--- src/rtl/dec38_led_seq.sv ---
// Sequential 3-to-8 LED decoder: latches a code, holds it solid, then clears.
// Optional blink-out tail after the hold is compiled in with DEC38_BLINK_EN.
module dec38_led_seq #(
   parameter int HOLD_CYC      = 16,
   parameter int BLINK_DIV     = 4,
   parameter int BLINK_TOGGLES = 6
) (
   input  logic       clk,
   input  logic       rst,
   input  logic       en_i,
   input  logic       valid_i,
   input  logic [2:0] code_i,
   output logic       ready_o,
   output logic [7:0] led_o,
   output logic [2:0] code_o,
   output logic       gs_o
);

   localparam int HW = $clog2(HOLD_CYC) + 1;
   localparam logic [HW-1:0] HOLD_LD = HW'(HOLD_CYC - 1);

   generate
      if (HOLD_CYC < 1 || BLINK_DIV < 1 || BLINK_TOGGLES < 2 ||
          (BLINK_TOGGLES % 2) != 0) begin : g_bad_param
         $error("dec38_led_seq: illegal parameter value");
      end
   endgenerate

`ifdef DEC38_BLINK_EN
   localparam int DW = $clog2(BLINK_DIV) + 1;
   localparam int PW = $clog2(BLINK_TOGGLES) + 1;
   localparam logic [DW-1:0] DIV_LD = DW'(BLINK_DIV - 1);
   localparam logic [PW-1:0] PH_LD  = PW'(BLINK_TOGGLES - 1);
`endif

   typedef enum logic [1:0] {
      IDLE  = 2'd0,
      HOLD  = 2'd1
`ifdef DEC38_BLINK_EN
      ,
      BLINK = 2'd2
`endif
   } state_t;

   state_t          state;
   state_t          state_n;
   logic [HW-1:0]   hold_cnt;
   logic [HW-1:0]   hold_n;
   logic [7:0]      led_n;
   logic [2:0]      code_n;
   logic            gs_n;
   logic            accept;
`ifdef DEC38_BLINK_EN
   logic [DW-1:0]   div_cnt;
   logic [DW-1:0]   div_n;
   logic [PW-1:0]   ph_cnt;
   logic [PW-1:0]   ph_n;
`endif

`ifdef DEC38_BLINK_EN
   assign ready_o = en_i & (state != BLINK);
`else
   assign ready_o = en_i;
`endif

   assign accept = valid_i & ready_o & en_i;

   // Next state, counters and registered outputs; abort beats accept.
   always_comb begin
      state_n = state;
      hold_n  = hold_cnt;
      led_n   = led_o;
      code_n  = code_o;
      gs_n    = gs_o;
`ifdef DEC38_BLINK_EN
      div_n   = div_cnt;
      ph_n    = ph_cnt;
`endif
      if (!en_i) begin
         state_n = IDLE;
         hold_n  = '0;
         led_n   = 8'h00;
         gs_n    = 1'b0;
`ifdef DEC38_BLINK_EN
         div_n   = '0;
         ph_n    = '0;
`endif
      end else if (accept) begin
         state_n = HOLD;
         hold_n  = HOLD_LD;
         led_n   = 8'd1 << code_i;
         code_n  = code_i;
         gs_n    = 1'b1;
      end else begin
         unique case (state)
            IDLE: begin
               led_n = 8'h00;
               gs_n  = 1'b0;
            end
            HOLD: begin
               if (hold_cnt == '0) begin
`ifdef DEC38_BLINK_EN
                  state_n = BLINK;
                  div_n   = DIV_LD;
                  ph_n    = PH_LD;
                  led_n   = 8'h00;
                  gs_n    = 1'b1;
`else
                  state_n = IDLE;
                  led_n   = 8'h00;
                  gs_n    = 1'b0;
`endif
               end else begin
                  hold_n = hold_cnt - HW'(1);
               end
            end
`ifdef DEC38_BLINK_EN
            BLINK: begin
               if (div_cnt == '0) begin
                  if (ph_cnt == '0) begin
                     state_n = IDLE;
                     led_n   = 8'h00;
                     gs_n    = 1'b0;
                  end else begin
                     // Odd remaining count is an off phase, so the next
                     // phase (one fewer) is on when the current is odd.
                     ph_n  = ph_cnt - PW'(1);
                     div_n = DIV_LD;
                     led_n = ph_cnt[0] ? (8'd1 << code_o) : 8'h00;
                  end
               end else begin
                  div_n = div_cnt - DW'(1);
               end
            end
`endif
            default: begin
               state_n = IDLE;
               led_n   = 8'h00;
               gs_n    = 1'b0;
            end
         endcase
      end
   end

   // State, counter and output registers with synchronous reset.
   always_ff @(posedge clk) begin
      if (rst) begin
         state    <= IDLE;
         hold_cnt <= '0;
         led_o    <= 8'h00;
         code_o   <= 3'd0;
         gs_o     <= 1'b0;
`ifdef DEC38_BLINK_EN
         div_cnt  <= '0;
         ph_cnt   <= '0;
`endif
      end else begin
         state    <= state_n;
         hold_cnt <= hold_n;
         led_o    <= led_n;
         code_o   <= code_n;
         gs_o     <= gs_n;
`ifdef DEC38_BLINK_EN
         div_cnt  <= div_n;
         ph_cnt   <= ph_n;
`endif
      end
   end

endmodule

--- config.mk ---
export PLATFORM = sky130hd
export DESIGN_NAME = dec38_led_seq
export DESIGN_NICKNAME = d
export VERILOG_FILES = /design/src/rtl/dec38_led_seq.sv
export SDC_FILE = /design/constraint.sdc
export NUM_CORES = 1
export LEC_CHECK = 0
export ABC_AREA = 1
export CORE_MARGIN = 2
export CORE_UTILIZATION = 47
export CTS_CLUSTER_SIZE = 28
export DETAILED_ROUTE_END_ITERATION = 10
export MAX_ROUTING_LAYER = met4
export PLACE_DENSITY_LB_ADDON = 0.15
export SYNTH_ARGS = -nofsm -noshare
export SYNTH_HDL_FRONTEND = slang
export SYNTH_SLANG_ARGS = --single-unit
--- constraint.sdc ---
create_clock -name clk -period 1.4 [get_ports clk]
set_input_delay 0.28 -clock clk [delete_from_list [all_inputs] [get_ports clk]]
set_output_delay 0.28 -clock clk [all_outputs]
set_load 0.02 [all_outputs]
==> results of run 1 <==
==> final cells by class <==
cell class,count,area (sq um),area share [%]
Clock buffer,3,22.5,2.04
Inverter,13,51.3,4.65
Multi-Input combinational cell,70,367,33.3
Sequential cell,18,360,32.7
Tap cell,17,21.3,1.93
Timing Repair Buffer,33,280,25.4
==> cell usage after synthesis <==
library cell,instances
dfxtp_1,18
nand3_2,1
nor2_1,12
nand2_1,17
buf_4,2
o21ai_0,2
ha_1,1
a211oi_1,2
or2_1,1
o21a_1,1
nor3_1,1
nand2_4,1
buf_2,2
buf_6,1
inv_1,12
a21oi_1,9
nand4_1,11
nand3_1,6
nor2_2,2
inv_4,1
a21oi_2,2
nand2_2,1
==> registers in the layout (all words and copies together) (netlist names) <==
register,count
state,1
hold_cnt,5
gs_o,1
code_o,3
led_o,8
==> through the flow <==
step	cells	TNS [ps]	hold slack (ps)	util (%)
2_1_floorplan	106	0	358	-
3_3_place_gp	151	-1150	449	65.5
3_5_place_dp	151	-1710	460	65.5
4_1_cts	154	0	473	65.9
5_1_grt	154	0	493	66.0
6_report	154	0	468	66.0
==> metal layers <==
layer / vias to the layer above / track usage [%] / wire length (um)
met4: 0 / 8.82 / 27
met1: 369 / 22.1 / 752
li1: 414 / - / -
met3: 5 / 3.57 / 66
met2: 15 / 31.3 / 802
met5: - / - / 0
==> worst max path at each step <==
stage               depth (start not counted)                      from                  endpoint
detailed placement                          2                      en_i                   ready_o
global route                                7  hold_cnt[0]$_SDFFE_PP0P_  hold_cnt[3]$_SDFFE_PP0P_
finish                                      2                      en_i                   ready_o
global placement                            2                      en_i                   ready_o
CTS                                         2                      en_i                   ready_o
floorplan                                   7  hold_cnt[0]$_SDFFE_PP0P_  hold_cnt[2]$_SDFFE_PP0P_
==> what timing repair did <==
action | 4_1_cts | 5_1_grt
resized for setup | 13 | 1
hold buffers | 0 | 0
endpoints found under the hold margin | 0 | 0
setup buffers | 0 | 0
endpoints found under the setup margin | 13 | 1
==> where the power goes <==
group          internal, mW  total [mW]  switching [mW]
clock network         0.100       0.247           0.147
logic                0.0756       0.166          0.0905
registers             0.524       0.532         0.00801
==> cells by family (layout without fill, tap and decap cells) <==
logic type	Yosys count	after routing	share of synthesized area (%)
AOI/OAI and AO/OA	16	16	11.7
adders and majority gates	1	1	1.54
buffers and inverters	18	49	10.8
DFF	18	18	44.2
and+or+nand+nor	53	53	31.8
==> qor.yml, run 1 <==
synthTopCellsByArea: "dfxtp_1, nand4_1, nand2_1"
syn-cell-area_sq_um: 815
post-route-period-util_pct: 95.0
clkTransAtPathRegs_ps: 90
reg2reg_setup_slack_ps: 160
leakage_nw: 0.521
arrival_ps: 1050
syn_area_per_cell_sq_um: 7.68
cp_cell_sequence: "clkdlybuf4s50_1 > clkdlybuf4s15_1"
num_io_pins: 20
timing.rr.end: "hold_cnt[0]$_SDFFE_PP0P_"
cp_num_buf_inv: 2
hold_start: "gs_o$_SDFFE_PP0P_"
yosysUniqueCellTypes: 22
max_freq_ghz: 0.751
io_buffers: 19
fillers: 165
crit_fanout: 2
setup_viol: 0
synth_warnings: 0
setup_slack_ps: 69.3
dr_total_vias: 803
hp-class: "register to register"
ir_drop_v: 0.000517
ys_seq_area_share_pct: 44.2
slowest_stage: "clkdlybuf4s50_1"
r2r_cells: 7
end_kind: "primary output"
initial_utilization_pct: 48.8
slew_viol_final: 0
place.gp.congestion: 0.838
htreeDepth: 1
drc: 0
dp_hpwl_um: 1300
grt_max_degree: 10
final_cell_mix: "dfxtp_1, nand2_1, buf_4"
min_to: "gs_o$_SDFFE_PP0P_"
fin_area_sq_um: 1100
cp_slowest_stage_delay_ps: 470
worst_pin_slew_ps: 284
nets: 147
power.total_mw: 0.945
detail_route.iter0.violations: 19
cts_root_buf: "clkbuf_4"
syn_to_final_growth_pct: 35.3
pwr_density_cell_nw_per_um2: 857
slew_headroom_pct: 81.0
grtUsageTotal_pct: 19.0
cp-start-kind: "input pin"
core-area_sq_um: 1670
cts_tree: "yes"
mostFrequentLayoutCell: "dfxtp_1"
ys_ff_latch: 18
routed_wl_um: 1650
reg2reg_from: "hold_cnt[0]$_SDFFE_PP0P_"
diodes: 0
synth_top_cell_by_area: "dfxtp_1"
antenna_found_initial: 0
required_ps: 1120
holdPathStages: 1
die_w_um: 45.6
syn_nets: 114
status: "complete, no violations"
first_pass_iters: 4
drive_gt1_share_pct: 18.2
cts.sinks: 18
skew_ps: 0.926
fp-row-count: 15
grt.overflow.total: 0
routedWlPerCell_um: 10.7
cts_buffers: 3
die_area_sq_um: 2080
cap_violations: 0
placed_area_sq_um: 1090
critPathTopFamily: "buffers and inverters"
critPathKind: "input pin to primary output"
clk_latency_ps: 280
via_per_inst: 5.21
grt_pass1_wl_um: 2790
hold_violations: 0
die_h_um: 45.6
grt_pass1_vias: 700
place_ws_ps: -237
drtAntennaViolNets: 0
clockBufferDepth: 2
synthCells: 106
fin_crit_ps: 1330
rsz0062_at_grt: "no"
synthDominantCellAreaShare_pct: 44.2
(Power assumes the default switching activity.)
==> run 2: changes to the inputs <==
--- a/config.mk
+++ b/config.mk
@@ -7,7 +7,7 @@
 export LEC_CHECK = 0
 export ABC_AREA = 1
 export CORE_MARGIN = 2
-export CORE_UTILIZATION = 47
+export CORE_UTILIZATION = 30
 export CTS_CLUSTER_SIZE = 28
 export DETAILED_ROUTE_END_ITERATION = 10
 export MAX_ROUTING_LAYER = met4
==> constraint.sdc (replaced) <==
create_clock -name clk -period 1.33 [get_ports clk]
set_input_delay 0.266 -clock clk [delete_from_list [all_inputs] [get_ports clk]]
set_output_delay 0.266 -clock clk [all_outputs]
set_load 0.02 [all_outputs]
==> qor.yml, run 2 (synthesized netlist as in run 1, its figures left out) <==
slew_headroom_pct: 76.3  # -4.7 points
drtAntennaViolNets: 0  # unchanged
fp-row-count: 18  # +3
routed_wl_um: 1770  # +7.6%
power.total_mw: 1.08  # +14%
largest_register_ffs: 8  # unchanged
die_h_um: 56.1  # +23%
dr_total_vias: 784  # -2.4%
clockBufferDepth: 2  # unchanged
whs_ps: 464  # -3.32 ps
pwr_density_cell_nw_per_um2: 948  # +11%
syn_to_final_growth_pct: 39.6
place.gp.congestion: 0.763  # -9.0%
hold_start: "hold_cnt[4]$_SDFFE_PP0P_"
cp_slowest_stage_delay_ps: 480  # about the same
htreeDepth: 1  # unchanged
required_ps: 1060  # -60 ps
worst_pin_slew_ps: 355  # +70.8 ps
final_cell_mix: "dfxtp_1, nand2_1, buf_4"
post-route-period-util_pct: 98.7
min_to: "hold_cnt[4]$_SDFFE_PP0P_"
slowest_stage: "clkdlybuf4s50_1"
cts_buffers: 3  # unchanged
setup_slack_ps: 16.9  # -52.4 ps
fin_crit_ps: 1310
setup_viol: 0  # unchanged
post_cts_buffers: 0  # unchanged
diodes: 0  # unchanged
die_area_sq_um: 3150  # +51%
max_freq_ghz: 0.762
cts_tree: "yes"
critPathKind: "input pin to primary output"
reg2reg_setup_slack_ps: 120  # -40 ps
via_per_inst: 4.69  # -10%
final.setup.tns_ps: 0  # unchanged
first_pass_iters: 4  # unchanged
grt_max_degree: 11  # +1
cts.sinks: 18  # unchanged
grt.overflow.total: 0  # unchanged
dp_hpwl_um: 1390  # +6.6%
cp_num_cells: 2  # unchanged
antenna_found_initial: 0  # unchanged
place_ws_ps: -285  # -48.1 ps
largest-register: "led_o"
initial_utilization_pct: 32.3  # -16 points
rsz0062_at_grt: "no"
cp_cell_sequence: "clkdlybuf4s50_1 > clkdlybuf4s15_1"
nets: 146  # -0.68%
placed_area_sq_um: 1100  # +0.80%
cts_root_buf: "clkbuf_4"
routedWlPerCell_um: 10.6  # -0.79%
cap_violations: 0  # unchanged
hold_violations: 0  # unchanged
fin_area_sq_um: 1140  # +3.2%
fillers: 261  # +58%
io_buffers: 19  # unchanged
drc: 0  # unchanged
holdPathStages: 2  # +1
leakage_nw: 0.523  # +0.49%
reg_top3: "led_o (8), hold_cnt (5), code_o (3)"
ctsHoldBuffers: 0  # unchanged
r2r_cells: 7  # unchanged
grt_pass1_wl_um: 3020  # +7.9%
grt_pass1_vias: 725  # +3.6%
ir_drop_v: 0.000772  # +49%
num_io_pins: 20  # unchanged
skew_ps: 3.70  # +2.78 ps
core-area_sq_um: 2520  # +51%
drive_gt1_share_pct: 19.7  # +1.5 points
cp_num_buf_inv: 2  # unchanged
end_kind: "primary output"
clk_latency_ps: 290  # about the same
mostFrequentLayoutCell: "dfxtp_1"
cp-start-kind: "input pin"
crit_fanout: 2  # unchanged
clkTransAtPathRegs_ps: 100  # about the same
grtUsageTotal_pct: 12.5  # -6.5 points
critPathTopFamily: "buffers and inverters"
hp-class: "register to register"
die_w_um: 56.1  # +23%
timing.rr.end: "gs_o$_SDFFE_PP0P_"
arrival_ps: 1050  # about the same
detail_route.iter0.violations: 12  # -7
status: "complete, no violations"
slew_viol_final: 0  # unchanged
reg2reg_from: "hold_cnt[0]$_SDFFE_PP0P_"
==> run 2: changes by cell type in the layout (fill, tap and decap cells not counted) <==
cell      delta
buf_4        -1
nand2_2      +1
clkbuf_8     +1
nand3_4      +1
ha_1         -1
ha_2         +1
nand3_2      -1
nand2_1      -1
==> run 2: how the worst max path moves through the flow <==
stage | startpoint | to | slack (ps)
CTS | en_i | ready_o | 10
global placement | en_i | ready_o | -280
detailed placement | en_i | ready_o | -280
global route | hold_cnt[0]$_SDFFE_PP0P_ | hold_cnt[0]$_SDFFE_PP0P_ | 3
floorplan | hold_cnt[0]$_SDFFE_PP0P_ | hold_cnt[2]$_SDFFE_PP0P_ | 190
finish | en_i | ready_o | 20
==> run 2: what timing repair did <==
item,CTS,global route
gates cloned,0,0
resized for setup,14,3
endpoints found under the setup margin,13,8
==> run 2: layer usage <==
layer | routed length (um) | share of wire, % | GRT usage, % | vias up
met2 | 856 | 48 | 20.5 | 12
met3 | 54 | 3.0 | 4.88 | 2
met1 | 852 | 48 | 14.2 | 356
met5 | 0 | 0 | - | -
met4 | 10 | 0.56 | 3.06 | 0
li1 | - | - | - | 414
==> run 2: layout make-up <==
type | instances | area, sq um | share of cell area (%)
Multi-Input combinational cell | 70 | 379 | 33.3
Timing Repair Buffer | 32 | 273 | 24.0
Inverter | 13 | 51.3 | 4.51
Clock buffer | 4 | 36.3 | 3.19
Tap cell | 30 | 37.5 | 3.30
Sequential cell | 18 | 360 | 31.7
==> run 2: stage by stage <==
stage	std cells	utilization [%]
global route	167	45.1
CTS	167	44.6
global placement	163	43.8
finish	167	45.1
floorplan	106	-
detailed placement	163	43.8
==> run 2: power breakdown <==
part           switching (mW)  total [mW]  internal (mW)
sequential            0.00905       0.561          0.552
combinational          0.0966       0.177         0.0808
clock                   0.173       0.340          0.167
total                   0.279        1.08          0.799
